`src/rtl/nn_ctrl_pkg.sv`:
```
// nn_ctrl_pkg
//   Shared definitions for the layer sequencing controller:
//   FSM state encoding, default watchdog limit and a width helper.
package nn_ctrl_pkg;

  typedef enum logic [2:0] {
    S_IDLE    = 3'd0,
    S_LAUNCH  = 3'd1,
    S_WAIT    = 3'd2,
    S_ADVANCE = 3'd3,
    S_FINISH  = 3'd4,
    S_ERROR   = 3'd5
  } state_t;

  localparam int DEFAULT_TIMEOUT = 1024;

  // Width needed to hold values 0..n-1, never less than one bit.
  function automatic int width_of(input int n);
    return (n > 1) ? $clog2(n) : 1;
  endfunction

endpackage

```
`src/rtl/layer_done_sequencer_if.sv`:
```
// layer_done_sequencer_if
//   Control/handshake bundle between the inference host, the neuron
//   units and the layer sequencer.
//   start       host -> seq   begin inference
//   unit_done   units -> seq  per-unit completion flags
//   unit_start  seq -> units  one-cycle launch pulse
//   layer_idx   seq -> units  layer launched / awaited
//   busy        seq -> host   inference in progress
//   done        seq -> host   one-cycle completion pulse
//   timeout_err seq -> host   sticky watchdog error
interface layer_done_sequencer_if #(
  parameter int NUM_UNITS = 4,
  parameter int LIDX_W    = 2
);
  logic                 start;
  logic [NUM_UNITS-1:0] unit_done;
  logic                 unit_start;
  logic [LIDX_W-1:0]    layer_idx;
  logic                 busy;
  logic                 done;
  logic                 timeout_err;

  modport master (
    output start, unit_done,
    input  unit_start, layer_idx, busy, done, timeout_err
  );

  modport slave (
    input  start, unit_done,
    output unit_start, layer_idx, busy, done, timeout_err
  );
endinterface

```
`src/rtl/done_collector.sv`:
```
// done_collector
//   Sticky per-unit completion latches plus the AND reduction that forms
//   the layer-completion term.
//   CLOCK      system clock
//   RESET      synchronous active-high reset
//   clr        clear all latches
//   en         sample unit_done into the latches
//   unit_done  per-unit completion inputs
//   all_done   every unit latched or arriving this cycle
module done_collector #(
  parameter int NUM_UNITS = 4
) (
  input  logic                 CLOCK,
  input  logic                 RESET,
  input  logic                 clr,
  input  logic                 en,
  input  logic [NUM_UNITS-1:0] unit_done,
  output logic                 all_done
);

  logic [NUM_UNITS-1:0] r_latch;

  always_ff @(posedge CLOCK) begin
    if (RESET)     r_latch <= '0;
    else if (clr)  r_latch <= '0;
    else if (en)   r_latch <= r_latch | unit_done;
  end

  // Same-cycle arrivals count, so the last unit need not wait a cycle.
  assign all_done = &(r_latch | unit_done);

endmodule

```
`src/rtl/layer_done_sequencer.sv`:
```
// layer_done_sequencer
//   Launches every layer of an inference, waits for all units to report
//   done, steps the layer index and pulses done after the last layer.
//   A watchdog traps a layer that never completes.
//   CLOCK  system clock
//   RESET  synchronous active-high reset
//   bus    slave side of layer_done_sequencer_if
//
//   state     | meaning
//   S_IDLE    | waiting for start
//   S_LAUNCH  | unit_start pulse, latches and watchdog cleared
//   S_WAIT    | collecting unit_done, watchdog counting
//   S_ADVANCE | layer complete, step index or finish
//   S_FINISH  | done pulse
//   S_ERROR   | watchdog expired, held until reset
module layer_done_sequencer
  import nn_ctrl_pkg::*;
#(
  parameter int NUM_UNITS  = 4,
  parameter int NUM_LAYERS = 3,
  parameter int TIMEOUT    = DEFAULT_TIMEOUT,
  parameter int LIDX_W     = width_of(NUM_LAYERS)
) (
  input logic                   CLOCK,
  input logic                   RESET,
  layer_done_sequencer_if.slave bus
);

  localparam int CNT_W = width_of(TIMEOUT);
  localparam logic [CNT_W-1:0]  CNT_LAST   = CNT_W'(TIMEOUT - 1);
  localparam logic [LIDX_W-1:0] LAYER_LAST = LIDX_W'(NUM_LAYERS - 1);

  state_t              r_state;
  state_t              w_state_nxt;
  logic [LIDX_W-1:0]   r_layer_idx;
  logic [CNT_W-1:0]    r_wd_cnt;
  logic                w_all_done;
  logic                w_clr;
  logic                w_en;

  assign w_en  = (r_state == S_WAIT);
  assign w_clr = (r_state == S_LAUNCH) || (r_state == S_ADVANCE);

  done_collector #(.NUM_UNITS(NUM_UNITS)) u_collector (
    .CLOCK     (CLOCK),
    .RESET     (RESET),
    .clr       (w_clr),
    .en        (w_en),
    .unit_done (bus.unit_done),
    .all_done  (w_all_done)
  );

  always_ff @(posedge CLOCK) begin
    if (RESET) r_state <= S_IDLE;
    else       r_state <= w_state_nxt;
  end

  always_comb begin
    w_state_nxt     = r_state;
    bus.unit_start  = 1'b0;
    bus.busy        = 1'b1;
    bus.done        = 1'b0;
    bus.timeout_err = 1'b0;
    case (r_state)
      S_IDLE: begin
        bus.busy = 1'b0;
        if (bus.start) w_state_nxt = S_LAUNCH;
      end
      S_LAUNCH: begin
        bus.unit_start = 1'b1;
        w_state_nxt    = S_WAIT;
      end
      S_WAIT: begin
        // Completion wins over an expiring watchdog in the same cycle.
        if (w_all_done)                w_state_nxt = S_ADVANCE;
        else if (r_wd_cnt == CNT_LAST) w_state_nxt = S_ERROR;
      end
      S_ADVANCE: begin
        w_state_nxt = (r_layer_idx == LAYER_LAST) ? S_FINISH : S_LAUNCH;
      end
      S_FINISH: begin
        bus.done    = 1'b1;
        w_state_nxt = S_IDLE;
      end
      S_ERROR: begin
        bus.busy        = 1'b0;
        bus.timeout_err = 1'b1;
      end
      default: begin
        w_state_nxt = S_IDLE;
      end
    endcase
  end

  always_ff @(posedge CLOCK) begin
    if (RESET) begin
      r_layer_idx <= '0;
      r_wd_cnt    <= '0;
    end else begin
      case (r_state)
        S_IDLE:    if (bus.start) r_layer_idx <= '0;
        S_LAUNCH:  r_wd_cnt <= '0;
        S_WAIT:    if (!w_all_done && (r_wd_cnt != CNT_LAST))
                     r_wd_cnt <= r_wd_cnt + CNT_W'(1);
        S_ADVANCE: if (r_layer_idx != LAYER_LAST)
                     r_layer_idx <= r_layer_idx + LIDX_W'(1);
        default: ;
      endcase
    end
  end

  assign bus.layer_idx = r_layer_idx;

endmodule

```
`src/flat_wrapper.sv`:
```
// flat-port wrapper written by rule: the top's interface ports become plain ports
module layer_done_sequencer_flat import nn_ctrl_pkg::*;
#(
  parameter int NUM_UNITS  = 4,
  parameter int NUM_LAYERS = 3,
  parameter int TIMEOUT    = DEFAULT_TIMEOUT,
  parameter int LIDX_W     = width_of(NUM_LAYERS)
)
  (CLOCK, RESET, bus_start, bus_unit_done, bus_unit_start, bus_layer_idx, bus_busy, bus_done, bus_timeout_err);
  layer_done_sequencer_if #(.NUM_UNITS(NUM_UNITS), .LIDX_W(LIDX_W)) bus_i ();
  input logic CLOCK;
  input logic RESET;
  input wire logic [$bits(bus_i.start)-1:0] bus_start;
  input wire logic [$bits(bus_i.unit_done)-1:0] bus_unit_done;
  output wire logic [$bits(bus_i.unit_start)-1:0] bus_unit_start;
  output wire logic [$bits(bus_i.layer_idx)-1:0] bus_layer_idx;
  output wire logic [$bits(bus_i.busy)-1:0] bus_busy;
  output wire logic [$bits(bus_i.done)-1:0] bus_done;
  output wire logic [$bits(bus_i.timeout_err)-1:0] bus_timeout_err;
  assign bus_i.start = bus_start;
  assign bus_i.unit_done = bus_unit_done;
  assign bus_unit_start = bus_i.unit_start;
  assign bus_layer_idx = bus_i.layer_idx;
  assign bus_busy = bus_i.busy;
  assign bus_done = bus_i.done;
  assign bus_timeout_err = bus_i.timeout_err;
  layer_done_sequencer #(.NUM_UNITS(NUM_UNITS), .NUM_LAYERS(NUM_LAYERS), .TIMEOUT(TIMEOUT), .LIDX_W(LIDX_W)) u_core (.CLOCK(CLOCK), .RESET(RESET), .bus(bus_i));
endmodule
```
`config.mk`:
```
export PLATFORM = sky130hd
export DESIGN_NAME = layer_done_sequencer_flat
export DESIGN_NICKNAME = d
export VERILOG_FILES = /design/src/rtl/nn_ctrl_pkg.sv /design/src/rtl/layer_done_sequencer_if.sv /design/src/rtl/done_collector.sv /design/src/rtl/layer_done_sequencer.sv /design/src/flat_wrapper.sv
export SDC_FILE = /design/constraint.sdc
export NUM_CORES = 1
export LEC_CHECK = 0
export ABC_AREA = 1
export CORE_ASPECT_RATIO = 0.6
export CORE_MARGIN = 1
export CORE_UTILIZATION = 45
export CTS_CLUSTER_DIAMETER = 120
export DETAILED_ROUTE_END_ITERATION = 10
export PLACE_DENSITY = 0.71
export SYNTH_ARGS = -nofsm -noshare
export SYNTH_HDL_FRONTEND = slang
export SYNTH_SLANG_ARGS = --single-unit
```
`constraint.sdc`:
```
create_clock -name CLOCK -period 4 [get_ports CLOCK]
set_input_delay 0.6 -clock CLOCK [delete_from_list [all_inputs] [get_ports CLOCK]]
set_output_delay 0.6 -clock CLOCK [all_outputs]
set_load 0.005 [all_outputs]
```
==> results by group, run 1 <==
Run status
  • Status: finished, final reports clean

Synth
  • Synthesized area: 0.00122 mm2
  • Post-synthesis instance total: 170
  • Synth warn: 0
  • Synthesized Nets: 179
  • Synth Area per Inst: 7.15 um2
  • Register bit total from synthesis: 19
  • Distinct cells, synth: 31
  • Seq/Total Area, Yosys: 31.3%

STA
  • Final setup fails: 0
  • Highest Clock Rate: 444 MHz
  • Final period utilization: 56.3%
  • WHS: 0.473 ns
  • Worst-Margin Slew: 0.503 ns
  • Final Hold Fails: 0
  • Final Critical Period: 2.25 ns
  • RSZ-0062 raised after global routing: no
  • Setup TNS: 0 ns
  • Fin. max-slew vios: 0
  • Worst Clk Skew: 0.00551 ns
  • Slew headroom: 66.4%

Detailed routing
  • # DRC: 0
  • Drt initial violations: 58
  • WL/cell: 11.7 um
  • Via Count: 1059
  • Post-DR vias/cell: 4.95
  • Routed WL: 2510 um
  • First drt pass iteration count: 4
  • Detail Route Antenna Nets: 0

CTS
  • Worst skew pair latency: 0.26 ns
  • Sink Count: 19
  • Htree depth: 1
  • Max clock buf depth: 2
  • Hold buffers post-CTS: 0
  • Worst-path clk slew: 0.08 ns
  • Num CTS Buffers: 3
  • Clock Tree Root: clkbuf_8
  • Post-CTS Setup Bufs: 0
  • Post-CTS sizing: 0
  • CTS tree: done

Placement
  • Post-DP HPWL: 1870 um
  • # port buffers: 12
  • Routability cong.: 0.827

Run
  • MaxCap Viol Count: 0

Power
  • Lkg Pwr: 0.547 nW
  • PwrDens: 600 mW/mm2
  • Peak supply drop: 282 uV

Global routing
  • GRT Overall Usage: 19.4%
  • First-pass GRT wire length: 4370 um
  • Initial antenna violation count: 0
  • Largest net degree at the start of global routing: 13
  • Total gr overflow: 0
  • Vias in the first global route: 980

Floorplan
  • Initial Utilization: 47.9%
  • Core area: 0.00254 mm2
  • Die width: 69.1 um
  • Die area: 0.00292 mm2
  • Die H: 42.3 um
  • Core Rows: 14
  • Ports: 13

Finish
  • Area Overhead vs Synth: 13.1%
  • Fillers: 243
  • Share of cells above drive strength 1: 20.3%
  • Final Core Density: 54.1%
  • Number of diodes: 0
  • Layout Nets: 192

Critical path
  • Cells along the critical path: inv_1, nand2_1, nor2_1, nor2_1, clkdlybuf4s50_1
  • Slowest cell on crit path: dfxtp_1
  • Data required time of the worst path: 3.40 ns
  • Slowest Stage Delay on Critical Path: 0.55 ns
  • CP Class: reg -> out
  • Startpoint type of the worst setup path: flip-flop
  • Most frequent cell on the critical path: nor2_1
  • Critical Path AT: 1.65 ns
  • Crit. End Element: primary output
  • CP max FO: 7

Worst hold path
  • HP Class: reg -> reg
-- sequential cells by signal (all words and copies together), names as in the netlist --
signal                      count
u_core.r_state                  3
u_core.u_collector.r_latch      4
u_core.r_wd_cnt                10
u_core.bus.layer_idx            2
-- worst paths after layout --
kind,cells past startpoint,to,from,slack (ns)
setup reg to reg,8,u_core.r_wd_cnt[0],u_core.r_wd_cnt[0],2.42
hold / removal,1,u_core.u_collector.r_latch[1],u_core.u_collector.r_latch[1],0.47
hold reg to reg,1,u_core.u_collector.r_latch[1],u_core.u_collector.r_latch[1],0.47
setup / recovery,5,bus_busy,u_core.r_state[0],1.75
-- worst max-delay path, delay by kind of cell, from the launching register on --
| family | cells | cell delay [ns] |
|---|---|---|
| AND/OR/NAND/NOR | 3 | 0.22 |
| buffers and inverters | 2 | 0.61 |
| flip-flops | 1 | 0.55 |
-- report_power, final --
group / leakage (nW) / total (mW) / internal, mW / switching (mW)
logic: 0.371 / 0.394 / 0.153 / 0.240
clock network: 0.0217 / 0.141 / 0.0704 / 0.0708
registers: 0.155 / 0.290 / 0.237 / 0.0537
total: 0.547 / 0.825 / 0.460 / 0.365
-- through the flow --
| step | cell area (um2) | setup WS [ns] | cells | power [mW] |
|---|---|---|---|---|
| after floorplan | 1220 | 2.58 | 170 | 0.627 |
| after global placement | 1330 | 1.94 | 210 | 0.676 |
| after detailed placement | 1330 | 1.90 | 210 | 0.686 |
| after CTS | 1380 | 1.75 | 214 | 0.829 |
| after global routing | 1380 | 1.66 | 214 | 0.897 |
| final | 1380 | 1.75 | 214 | 0.825 |
-- Yosys cell counts --
| cell | number | area, um2 |
|---|---|---|
| nor2_1 | 31 | 116 |
| nand2_1 | 26 | 97.6 |
| dfxtp_1 | 19 | 380 |
| nand3_1 | 17 | 85.1 |
| inv_1 | 16 | 60.1 |
| nand2_2 | 12 | 75.1 |
| a21oi_1 | 6 | 30.0 |
| a21oi_2 | 5 | 43.8 |
| nor2_2 | 4 | 25.0 |
| o21a_1 | 4 | 30.0 |
| inv_2 | 3 | 11.3 |
| buf_6 | 2 | 22.5 |
| ha_1 | 2 | 25.0 |
| nand2_4 | 2 | 22.5 |
| nand3b_1 | 2 | 15.0 |
| nor2_4 | 2 | 22.5 |
| o21ai_0 | 2 | 10.0 |
| o21bai_1 | 2 | 15.0 |
| a31oi_1 | 1 | 6.26 |
| buf_12 | 1 | 20.0 |
| buf_4 | 1 | 7.51 |
| inv_4 | 1 | 6.26 |
| nand3_2 | 1 | 10.0 |
| nand3_4 | 1 | 17.5 |
| nand4_1 | 1 | 6.26 |
| nor2_8 | 1 | 20.0 |
| nor3b_1 | 1 | 7.51 |
| o22ai_1 | 1 | 6.26 |
| or2_1 | 1 | 6.26 |
| or2_2 | 1 | 6.26 |
| xor2_1 | 1 | 8.76 |
-- kinds of logic after synthesis --
logic type / synth area share (%)
AND/OR/NAND/NOR: 43.8
buffers and inverters: 10.5
AO/OA/AOI/OAI: 11.6
flip-flops: 31.3
adder cells (fa/ha/maj): 2.06
XOR/XNOR: 0.720
-- final cells by class --
| cell class | instances | area (um2) | share of cell area (%) |
|---|---|---|---|
| clock buffers | 3 | 41.3 | 3.00 |
| well taps | 32 | 40.0 | 2.91 |
| inverters | 20 | 77.6 | 5.64 |
| multi-input cells | 127 | 708 | 51.5 |
| flip-flops and latches | 19 | 380 | 27.7 |
| repair buffers | 12 | 120 | 8.74 |
| clock inverters | 1 | 7.51 | 0.546 |
-- routing by layer --
metal | routed length [um] | vias up | global-route usage (%)
met5 | 0 | - | 0
met4 | 27 | 0 | 6.12
met3 | 128 | 4 | 5.77
met2 | 981 | 21 | 28.0
met1 | 1380 | 466 | 27.6
li1 | - | 568 | -
-- placed cells by master (no fill, tap or decap), drive strengths merged, types with 2 or more instances in the layout --
master,instances
ha,2
clkdlybuf4s50,12
nand3b,2
o21ai,2
o21a,4
clkbuf,3
or2,2
dfxtp,19
o21bai,2
nor2,38
inv,20
a21oi,11
nand2,40
nand3,19
(Power assumes the default switching activity.)
==> run 2: changes to the inputs <==
- clock period: 4 -> 2.23 ns (I/O delays scaled with it)
==> results by group, run 2 (same netlist as run 1, synthesis figures left out) <==
Detailed routing
  • Via Count: 1067
  • Detail Route Antenna Nets: 0
  • WL/cell: 11.8 um
  • Drt initial violations: 50
  • # DRC: 0
  • Post-DR vias/cell: 4.96
  • First drt pass iteration count: 4
  • Routed WL: 2540 um

Critical path
  • Crit. End Element: primary output
  • CP Class: reg -> out
  • CP max FO: 7
  • Startpoint type of the worst setup path: flip-flop
  • Data required time of the worst path: 1.90 ns
  • Critical Path AT: 1.68 ns

Global routing
  • Total gr overflow: 0
  • Initial antenna violation count: 0
  • Largest net degree at the start of global routing: 13
  • GRT Overall Usage: 18.9%
  • First-pass GRT wire length: 4310 um
  • Vias in the first global route: 958

CTS
  • Hold buffers post-CTS: 0
  • Num CTS Buffers: 3
  • CTS tree: done
  • Worst skew pair latency: 0.25 ns
  • Clock Tree Root: clkbuf_8
  • Worst-path clk slew: 0.07 ns
  • Max clock buf depth: 2
  • Post-CTS Setup Bufs: 0
  • Sink Count: 19
  • Post-CTS sizing: 0
  • Htree depth: 1

STA
  • Final Hold Fails: 0
  • Slew headroom: 72.9%
  • Final Critical Period: 2.01 ns
  • Highest Clock Rate: 498 MHz
  • Fin. max-slew vios: 0
  • Worst-Margin Slew: 0.406 ns
  • Worst Clk Skew: 0.00258 ns
  • Setup TNS: 0 ns
  • RSZ-0062 raised after global routing: no
  • Final period utilization: 90.1%
  • Final setup fails: 0
  • Final worst slack: 0.220 ns

Finish
  • Commonest non-fill, non-tap cell in the layout: nor2_1
  • Fillers: 256
  • Share of cells above drive strength 1: 20.2%
  • Commonest non-fill, non-tap cells in the layout: nor2_1 (31), nand2_1 (26), dfxtp_1 (19)
  • Cell area after layout: 0.00138 mm2
  • Max FFs per register: 10
  • Post-Layout Cell Count: 215
  • Register Area: 380 um2
  • Area Overhead vs Synth: 13.4%
  • Most flops, register: u_core.r_wd_cnt
  • Multi-input gate area: 708 um2
  • Number of diodes: 0
  • Largest registers: u_core.r_wd_cnt x10, u_core.u_collector.r_latch x4, u_core.r_state x3
  • Layout Nets: 193

Power
  • Clk network pwr share: 16.4%
  • Switch share: 43.8%
  • Lkg Pwr: 0.553 nW
  • Peak supply drop: 514 uV
  • Pint: 829 uW
  • Share of total power in combinational logic: 48.4%
  • PwrDens: 1070 mW/mm2
  • Sw power: 646 uW
  • Sequential Power Share: 35.2%

Floorplan
  • Ports: 13
  • Die H: 42.3 um
  • Die width: 69.1 um
  • Initial Utilization: 47.9%
  • Core area: 0.00254 mm2
  • Core Rows: 14
  • Die area: 0.00292 mm2

Placement
  • Place WS: 0.470 ns
  • Post-DP HPWL: 1980 um
  • # port buffers: 12
  • Routability cong.: 0.830
  • Placed inst area: 0.00133 mm2
  • Post-Place Cells: 211

Worst hold path
  • HP Class: reg -> reg

Run
  • MaxCap Viol Count: 0

Run status
  • Status: finished, final reports clean
run 2: worst max-delay path, stage by stage, from the launching register on:
cell	delay, ns
dfxtp_1	0.57
inv_1	0.10
nand2_1	0.10
nor2_1	0.05
nor2_1	0.08
clkdlybuf4s50_1	0.52
run 2: final cells by class:
type	count	area share, %
clock buffers	4	3.27
inverters	20	5.63
multi-input cells	127	51.4
flip-flops and latches	19	27.6
well taps	32	2.90
repair buffers	13	9.26
run 2: worst paths after layout:
| check | startpoint | to | slack [ns] | cells past startpoint |
|---|---|---|---|---|
| worst max-delay path | u_core.r_state[0] | bus_busy | 0.22 | 5 |
| worst min-delay path | u_core.u_collector.r_latch[3] | u_core.u_collector.r_latch[3] | 0.47 | 1 |
| worst max register to register | u_core.r_wd_cnt[1] | u_core.r_wd_cnt[1] | 0.63 | 9 |
| worst min register to register | u_core.u_collector.r_latch[3] | u_core.u_collector.r_latch[3] | 0.47 | 1 |
run 2: power by group through the flow:
stage	clock network, mW	registers, mW	logic (mW)
6_report	0.242	0.519	0.714
5_1_grt	0.259	0.529	0.803
4_1_cts	0.247	0.517	0.711
3_5_place_dp	0	0.523	0.706
3_3_place_gp	0	0.521	0.687
2_1_floorplan	0	0.486	0.638
run 2: metal layers:
metal	up-vias	GRT usage [%]	part of all wire, %
li1	568	-	-
met1	475	28.3	54
met2	22	27.0	41
met3	2	5.77	5.0
met4	0	2.86	0.31
met5	-	0	0
run 2: metrics by stage:
| step | hold slack [ns] | power (mW) | utilization [%] |
|---|---|---|---|
| global route | 0.493 | 1.59 | 54.3 |
| finish | 0.470 | 1.47 | 54.3 |
| global placement | 0.447 | 1.21 | 52.5 |
| floorplan | 0.441 | 1.12 | - |
| detailed placement | 0.456 | 1.23 | 52.5 |
| CTS | 0.473 | 1.48 | 54.3 |
